## src/rtl/hazard_scoreboard.sv

```systemverilog
// Data-hazard scoreboard for the in-order pipeline, sitting in ID between decode and the operand muxes.
// Latency: fwd_sel_o and stall_o are combinational from the registered entries and the current inputs.
//   Entries shift on every rising clk_i edge.
// Backpressure: stall_o holds fetch/ID and puts a bubble into EX. Upstream keeps issue_* stable until the stall releases.
// Ports:
//   clk_i, rst_n_i              clock; asynchronous active-low reset
//   issue_valid_i/regwrite_i/   issuing instruction: valid, writes a register, is a load,
//   is_load_i/rd_i/rs_i           destination, and packed source operands
//   flush_i                     kill the issuing instruction (bubble into EX, no stall)
//   stall_o                     load-use hazard stall
//   fwd_sel_o                   per operand: 0 = register file, k = result of entry k-1
//   stall_cnt_o                 saturating count of stall cycles
module hazard_scoreboard #(
  parameter int REG_AW     = 5,
  parameter int DEPTH      = 3,
  parameter int NUM_SRC    = 2,
  parameter int LOAD_READY = 1,
  parameter int CNT_W      = 16,
  parameter int SELW       = $clog2(DEPTH + 1)
) (
  input  logic                      clk_i,
  input  logic                      rst_n_i,
  input  logic                      issue_valid_i,
  input  logic                      issue_regwrite_i,
  input  logic                      issue_is_load_i,
  input  logic [REG_AW-1:0]         issue_rd_i,
  input  logic [NUM_SRC*REG_AW-1:0] issue_rs_i,
  input  logic                      flush_i,
  output logic                      stall_o,
  output logic [NUM_SRC*SELW-1:0]   fwd_sel_o,
  output logic [CNT_W-1:0]          stall_cnt_o
);

  typedef struct packed {
    logic              valid;
    logic              regwrite;
    logic              is_load;
    logic [REG_AW-1:0] rd;
  } entry_t;

  // ent[0] = EX, ent[1] = MEM, ... ; a larger index is an older instruction
  entry_t [DEPTH-1:0] ent;

  logic              hazard;
  logic              found;
  logic [REG_AW-1:0] src;

  // Scan from the youngest entry, so the first match is the freshest producer.
  // Only the winning entry decides the hazard. An older load shadowed by a
  // younger ALU write to the same register does not stall.
  always_comb begin
    hazard    = 1'b0;
    found     = 1'b0;
    src       = '0;
    fwd_sel_o = '0;
    for (int j = 0; j < NUM_SRC; j++) begin
      src   = issue_rs_i[j*REG_AW +: REG_AW];
      found = 1'b0;
      for (int k = 0; k < DEPTH; k++) begin
        if (!found && (src != '0) && ent[k].valid && ent[k].regwrite &&
            (ent[k].rd != '0) && (ent[k].rd == src)) begin
          found                      = 1'b1;
          fwd_sel_o[j*SELW +: SELW]  = SELW'(k + 1);
          if (ent[k].is_load && (k < LOAD_READY)) begin
            hazard = 1'b1;
          end
        end
      end
    end
  end

  assign stall_o = issue_valid_i & ~flush_i & hazard;

  always_ff @(posedge clk_i or negedge rst_n_i) begin
    if (!rst_n_i) begin
      ent <= '0;
    end else begin
      for (int k = 1; k < DEPTH; k++) begin
        ent[k] <= ent[k-1];
      end
      if (issue_valid_i && !stall_o && !flush_i) begin
        ent[0] <= '{valid: 1'b1, regwrite: issue_regwrite_i,
                    is_load: issue_is_load_i, rd: issue_rd_i};
      end else begin
        ent[0] <= '0;
      end
    end
  end

  // The count holds at all-ones rather than wrapping.
  always_ff @(posedge clk_i or negedge rst_n_i) begin
    if (!rst_n_i) begin
      stall_cnt_o <= '0;
    end else if (stall_o && (stall_cnt_o != '1)) begin
      stall_cnt_o <= stall_cnt_o + 1'b1;
    end
  end

endmodule

```

## config.mk

```make
export PLATFORM = sky130hd
export DESIGN_NAME = hazard_scoreboard
export DESIGN_NICKNAME = d
export VERILOG_FILES = /design/src/rtl/hazard_scoreboard.sv
export SDC_FILE = /design/constraint.sdc
export NUM_CORES = 1
export LEC_CHECK = 0
export ABC_AREA = 1
export CORE_UTILIZATION = 52
export CTS_BUF_LIST = sky130_fd_sc_hd__clkbuf_16
export DETAILED_ROUTE_END_ITERATION = 16
export PLACE_DENSITY = 0.79
export SETUP_SLACK_MARGIN = 0.2
export SLEW_MARGIN = 15
export SYNTH_ARGS = -nofsm -noshare
export SYNTH_HDL_FRONTEND = slang
export SYNTH_SLANG_ARGS = --single-unit
```

## constraint.sdc

```tcl
create_clock -name clk_i -period 2.12 [get_ports clk_i]
set_clock_uncertainty 0.15 [all_clocks]
set_input_delay 0.424 -clock clk_i [delete_from_list [all_inputs] [get_ports clk_i]]
set_output_delay 0.424 -clock clk_i [all_outputs]
set_load 0.01 [all_outputs]
```

======== After elaboration in Yosys (flattened, before gate mapping) ========
Index checks and enable logic that the tools add are counted.
storage, ports and cells
  input bits .............................. 21
  bits in registers ....................... 38
  word-level logic and storage cells ...... 79
  output and inout port bits .............. 21
operators by class
  bitwise logic cells ..................... 3
  reduce and logical (&&, ||, !) cells .... 42
  add/sub/neg operators ................... 1
  multiplexer cells ....................... 15
  equality and inequality tests ........... 7
operators with widths
  kind                   number
  $logic_and 1x1->1      31
  $eq 5x5->1             6
  $reduce_bool 5->1      5
  $add 16x1->16 const B  1
  $ne 16x16->1 const B   1
  $mux 1                 10
  $mux 2                 4
  $mux 8                 1
  $logic_not 1->1        6
  $and 1x1->1            2
  $not 1->1              1

======== Logic depth before layout (Yosys ltp) ========
  depth after elaboration ................. 20
  mapped depth ............................ 12
  depth with buffers taken out ............ 11

======== Least setup slack after synthesis ========
Ideal clock, no wire load.
  kind .................................... in2out
  start ................................... input issue_rs_i[3]
  end ..................................... output stall_o
  required time ........................... 1546 ps
  stages on the path ...................... 10
  arrival time ............................ 1404 ps
  setup slack ............................. 142 ps
  path through ............................ inv_1 > nand2_1 > nand2_1 > nor2_1 > nand2_1 > nor2_2 > nor2_2 > nor2_8 > inv_1 > nor3_1
between the ends
  cells in the longest elaborated chain, start to end .. 9
ends and longest elaborated chain
  element                         RTL line  source
  from (decl)                     27        input logic [NUM_SRC*REG_AW-1:0] issue_rs_i,
  $reduce_bool 5->1               60        if (!found && (src != '0) && ent[k].valid && ent[k].regwrite &&
  $logic_and 1x1->1 (3 in a row)  60
  $logic_and 1x1->1 (*)           61        (ent[k].rd != '0) && (ent[k].rd == src)) begin
  $mux 1 (*)                      60
  $mux 1                          64        if (ent[k].is_load && (k < LOAD_READY)) begin
  $mux 1 (*)                      60
  $and 1x1->1 (*)                 72        assign stall_o = issue_valid_i & ~flush_i & hazard;
  to (decl)                       29        output logic stall_o,
Every way passes the cells marked *; elsewhere a longest branch is shown, timed or not.

======== Worst setup path in the final report ========
  start ................................... register ent[1] (netlist bit)
  end ..................................... output stall_o
between the ends
  cells in the longest elaborated chain, start to end .. 7
ends and longest elaborated chain
  element                            RTL line  source
  from (decl)                        42        entry_t [DEPTH-1:0] ent;
  from (signal, indexed assignment)  79        ent[k] <= ent[k-1];
  $reduce_bool 5->1                  61
  $logic_and 1x1->1                  60
  $logic_and 1x1->1                  61
  $mux 1                             60
  $mux 1                             64
  $mux 1 (*)                         60
  $and 1x1->1 (*)                    72
Marked as above.

==> results.json <==
{
  "initialDrtViolationCount": 188,
  "die_h_um": 68.6,
  "syn_to_final_growth_pct": 42.7,
  "leakagePower_uw": 0.00172,
  "netlist_instances": 313,
  "ff2ff_path_depth": 13,
  "drt_pass1_iterations": 4,
  "crit_fanout": 4,
  "power_density_nw_per_um2": 514,
  "max-slew-margin-rel": 0.592,
  "drv_slew": 0,
  "dp_hpwl_um": 4630,
  "antenna_found_initial": 0,
  "drc": 0,
  "tns_ps": -476,
  "wire_per_inst_um": 14.4,
  "status": "complete, but fails checks",
  "fin_nets": 424,
  "violations": "negative setup slack",
  "setup_viol": 4,
  "cts_buffers": 5,
  "clockBufferDepth": 2,
  "hold_ws_ps": 31.0,
  "yosysSeqAreaShare": 0.412,
  "crit_path_top_delay_cell": "dfrtp_1",
  "drt-total-wl_um": 6530,
  "row_count": 23,
  "reg2reg_to": "stall_cnt_o[5]$_DFFE_PN0P_",
  "seqCellArea_sq_um": 960,
  "worstPathCellList": "inv_2, nand2_1, nand2_1, nor2_1, nand2_1, nor2_4, nor2_4, nor2_8, inv_2, nor3_2, buf_2",
  "hp-class": "in2async",
  "synth_edf_count": 0,
  "fillers": 297,
  "start_util": 0.557,
  "ff2ff_setup_slack_ps": 110,
  "arrival_ps": 1710,
  "vias": 2445,
  "crit_type": "reg2out",
  "power.internal_uw": 1270,
  "synth.avg_cell_area_sq_um": 7.38,
  "stdcell_count": 453,
  "final.min_clock_period_ps": 2280,
  "synth_cell_type_count": 30,
  "clock.fmax_mhz": 439,
  "drive_gt1_frac": 0.305,
  "cp_common_cell": "nand2_1",
  "synthesis.nets": 335,
  "synth-async-reset-ratio": 1.00,
  "pwr-share-clk": 0.428,
  "required_ps": 1550,
  "path_delay_family": "simple AND/OR/NAND/NOR gates",
  "port_buffers": 41,
  "grt-ovfl-total": 0,
  "p_seq_frac": 0.450,
  "drtAntennaViolNets": 0,
  "clk_pin_slew_ps": 60,
  "cts.sink_count": 38,
  "critPathCaptureType": "output port",
  "crit_path_start_kind": "register",
  "place_congestion": 0.900,
  "first_global_vias": 2038,
  "grt_usage": 0.293,
  "grt_pass1_wl_um": 9800,
  "hold_viol": 0,
  "worst_slew_pin_slew_ps": 607,
  "max-vdd-ir-drop_mv": 0.560,
  "rsz0062_at_grt": "true",
  "cts_tree": "built",
  "clock-root-buffer": "clkbuf_16",
  "synth_area_sq_um": 2310,
  "p_sw_uw": 425,
  "synth.ff_latch_count": 38,
  "multiInputGateArea_sq_um": 1290,
  "fin_ws_ps": -160,
  "diodes": 0,
  "p_comb_frac": 0.122,
  "synth_flop_cell": "dfrtp_1",
  "cpPeakStageDelay_ps": 410,
  "swShare": 0.251,
  "ioPinCount": 42,
  "dieWidth_um": 68.6,
  "placed_cells": 435,
  "die_area_sq_um": 4710,
  "ys_warn_count": 0,
  "finalCritPeriodShare": 1.08,
  "clk-insertion-delay-late_ps": 280,
  "fp.coreArea_sq_um": 4140,
  "drt-vias-per-instance": 5.40,
  "r2r_start": "ent[1]$_DFF_PN0_",
  "maxCapViolations": 0,
  "grt_max_degree": 39,
  "worst-path-buf-inv": 3,
  "htreeDepth": 2
}
==> cells in the mapped netlist (all sizes together) (2+ instances only) <==
cell | instances | area [sq um]
dfrtp | 38 | 951
xnor2 | 6 | 52.6
buf | 2 | 22.5
xor2 | 15 | 131
a21oi | 5 | 25.0
clkbuf | 2 | 7.51
o22ai | 3 | 18.8
inv | 41 | 154
nor3 | 7 | 40.0
nor2 | 47 | 210
nand2 | 96 | 370
o21ai | 5 | 25.0
nand3 | 19 | 105
nand4 | 20 | 140
==> routing by layer <==
metal  vias up  wire [um]  track usage
met3         5        396       0.0625
met5         -          0            0
met1      1156       3200        0.432
met2        94       2900        0.424
li1       1190          -            -
met4         0         46       0.0885
==> worst max path at each step <==
stage,startpoint,end,slack [ps],depth (start not counted)
after global routing,ent[2]$_DFF_PN0_,stall_o,-250,11
after CTS,ent[3]$_DFF_PN0_,stall_o,-150,11
final,ent[1]$_DFF_PN0_,stall_o,-160,11
after global placement,issue_rs_i[2],fwd_sel_o[1],-830,8
after floorplan,issue_rs_i[3],stall_o,230,10
after detailed placement,issue_rs_i[8],stall_o,-860,12
==> layout make-up <==
type                            instances  share of cell area
Tap cell                               50              0.0190
Timing Repair Buffer                   85               0.210
Sequential cell                        38               0.291
Multi-Input combinational cell        231               0.391
Inverter                               41              0.0467
Clock buffer                            5              0.0380
Clock inverter                          3             0.00494
==> repair_timing <==
action / CTS / global route
cloned: 0 / 1
gates resized for setup: 58 / 36
endpoints found under the setup margin: 30 / 28
hold buffers: 0 / 0
pin swaps: 28 / 28
buffers inserted: 6 / 3
==> power by group through the flow <==
| stage | Sequential, uW | Combinational [uW] | Clock (uW) |
|---|---|---|---|
| after floorplan | 767 | 76.5 | 0 |
| after global placement | 771 | 189 | 0 |
| after detailed placement | 771 | 191 | 0 |
| after CTS | 759 | 199 | 732 |
| after global routing | 762 | 227 | 762 |
| final | 761 | 207 | 724 |
==> kinds of logic (layout without fill, tap and decap cells) <==
logic type                 after synthesis  count (layout)  synth area share
xor gates and xnor gates                21              21            0.0796
AOI/OAI and AO/OA                       17              17            0.0428
DFF                                     38              38             0.412
adders and majority gates                1               1           0.00542
and+or+nand+nor                        191             192             0.381
buffers and inverters                   45             134            0.0796
==> per-stage QoR <==
step / instance area [sq um] / setup slack, ps / total power, uW / utilization
after global placement: 3020 / -830 / 960 / 0.728
after detailed placement: 3020 / -864 / 963 / 0.728
after CTS: 3210 / -151 / 1690 / 0.775
final: 3300 / -160 / 1690 / 0.795
after global routing: 3300 / -245 / 1750 / 0.795
after floorplan: 2310 / 227 / 843 / -
==> placed cells by master, fill, tap and decap left out, drive strengths merged <==
| cell | netlist | final |
|---|---|---|
| and2 | 1 | 1 |
| a21oi | 5 | 5 |
| nand4 | 20 | 21 |
| o22ai | 3 | 3 |
| xnor2 | 6 | 6 |
| dlymetal6s2s | 0 | 2 |
| clkbuf | 2 | 7 |
| o211ai | 1 | 1 |
| clkdlybuf4s15 | 0 | 3 |
| clkinv | 0 | 2 |
| buf | 2 | 53 |
| clkinvlp | 0 | 1 |
| a211oi | 1 | 1 |
| dlygate4sd2 | 0 | 2 |
| nand3 | 19 | 19 |
| inv | 41 | 41 |
| nor3b | 1 | 1 |
| xor2 | 15 | 15 |
| nand2 | 96 | 96 |
| o2111ai | 1 | 1 |
| nor3 | 7 | 7 |
| a31oi | 1 | 1 |
| dfrtp | 38 | 38 |
| o21ai | 5 | 5 |
| nor2 | 47 | 47 |
| ha | 1 | 1 |
| clkdlybuf4s50 | 0 | 23 |
==> registers in the layout (all words and copies together), names as in the netlist <==
| name | cells |
|---|---|
| stall_cnt_o | 16 |
| ent | 22 |
Note: power is estimated with default switching activity, not from simulation.
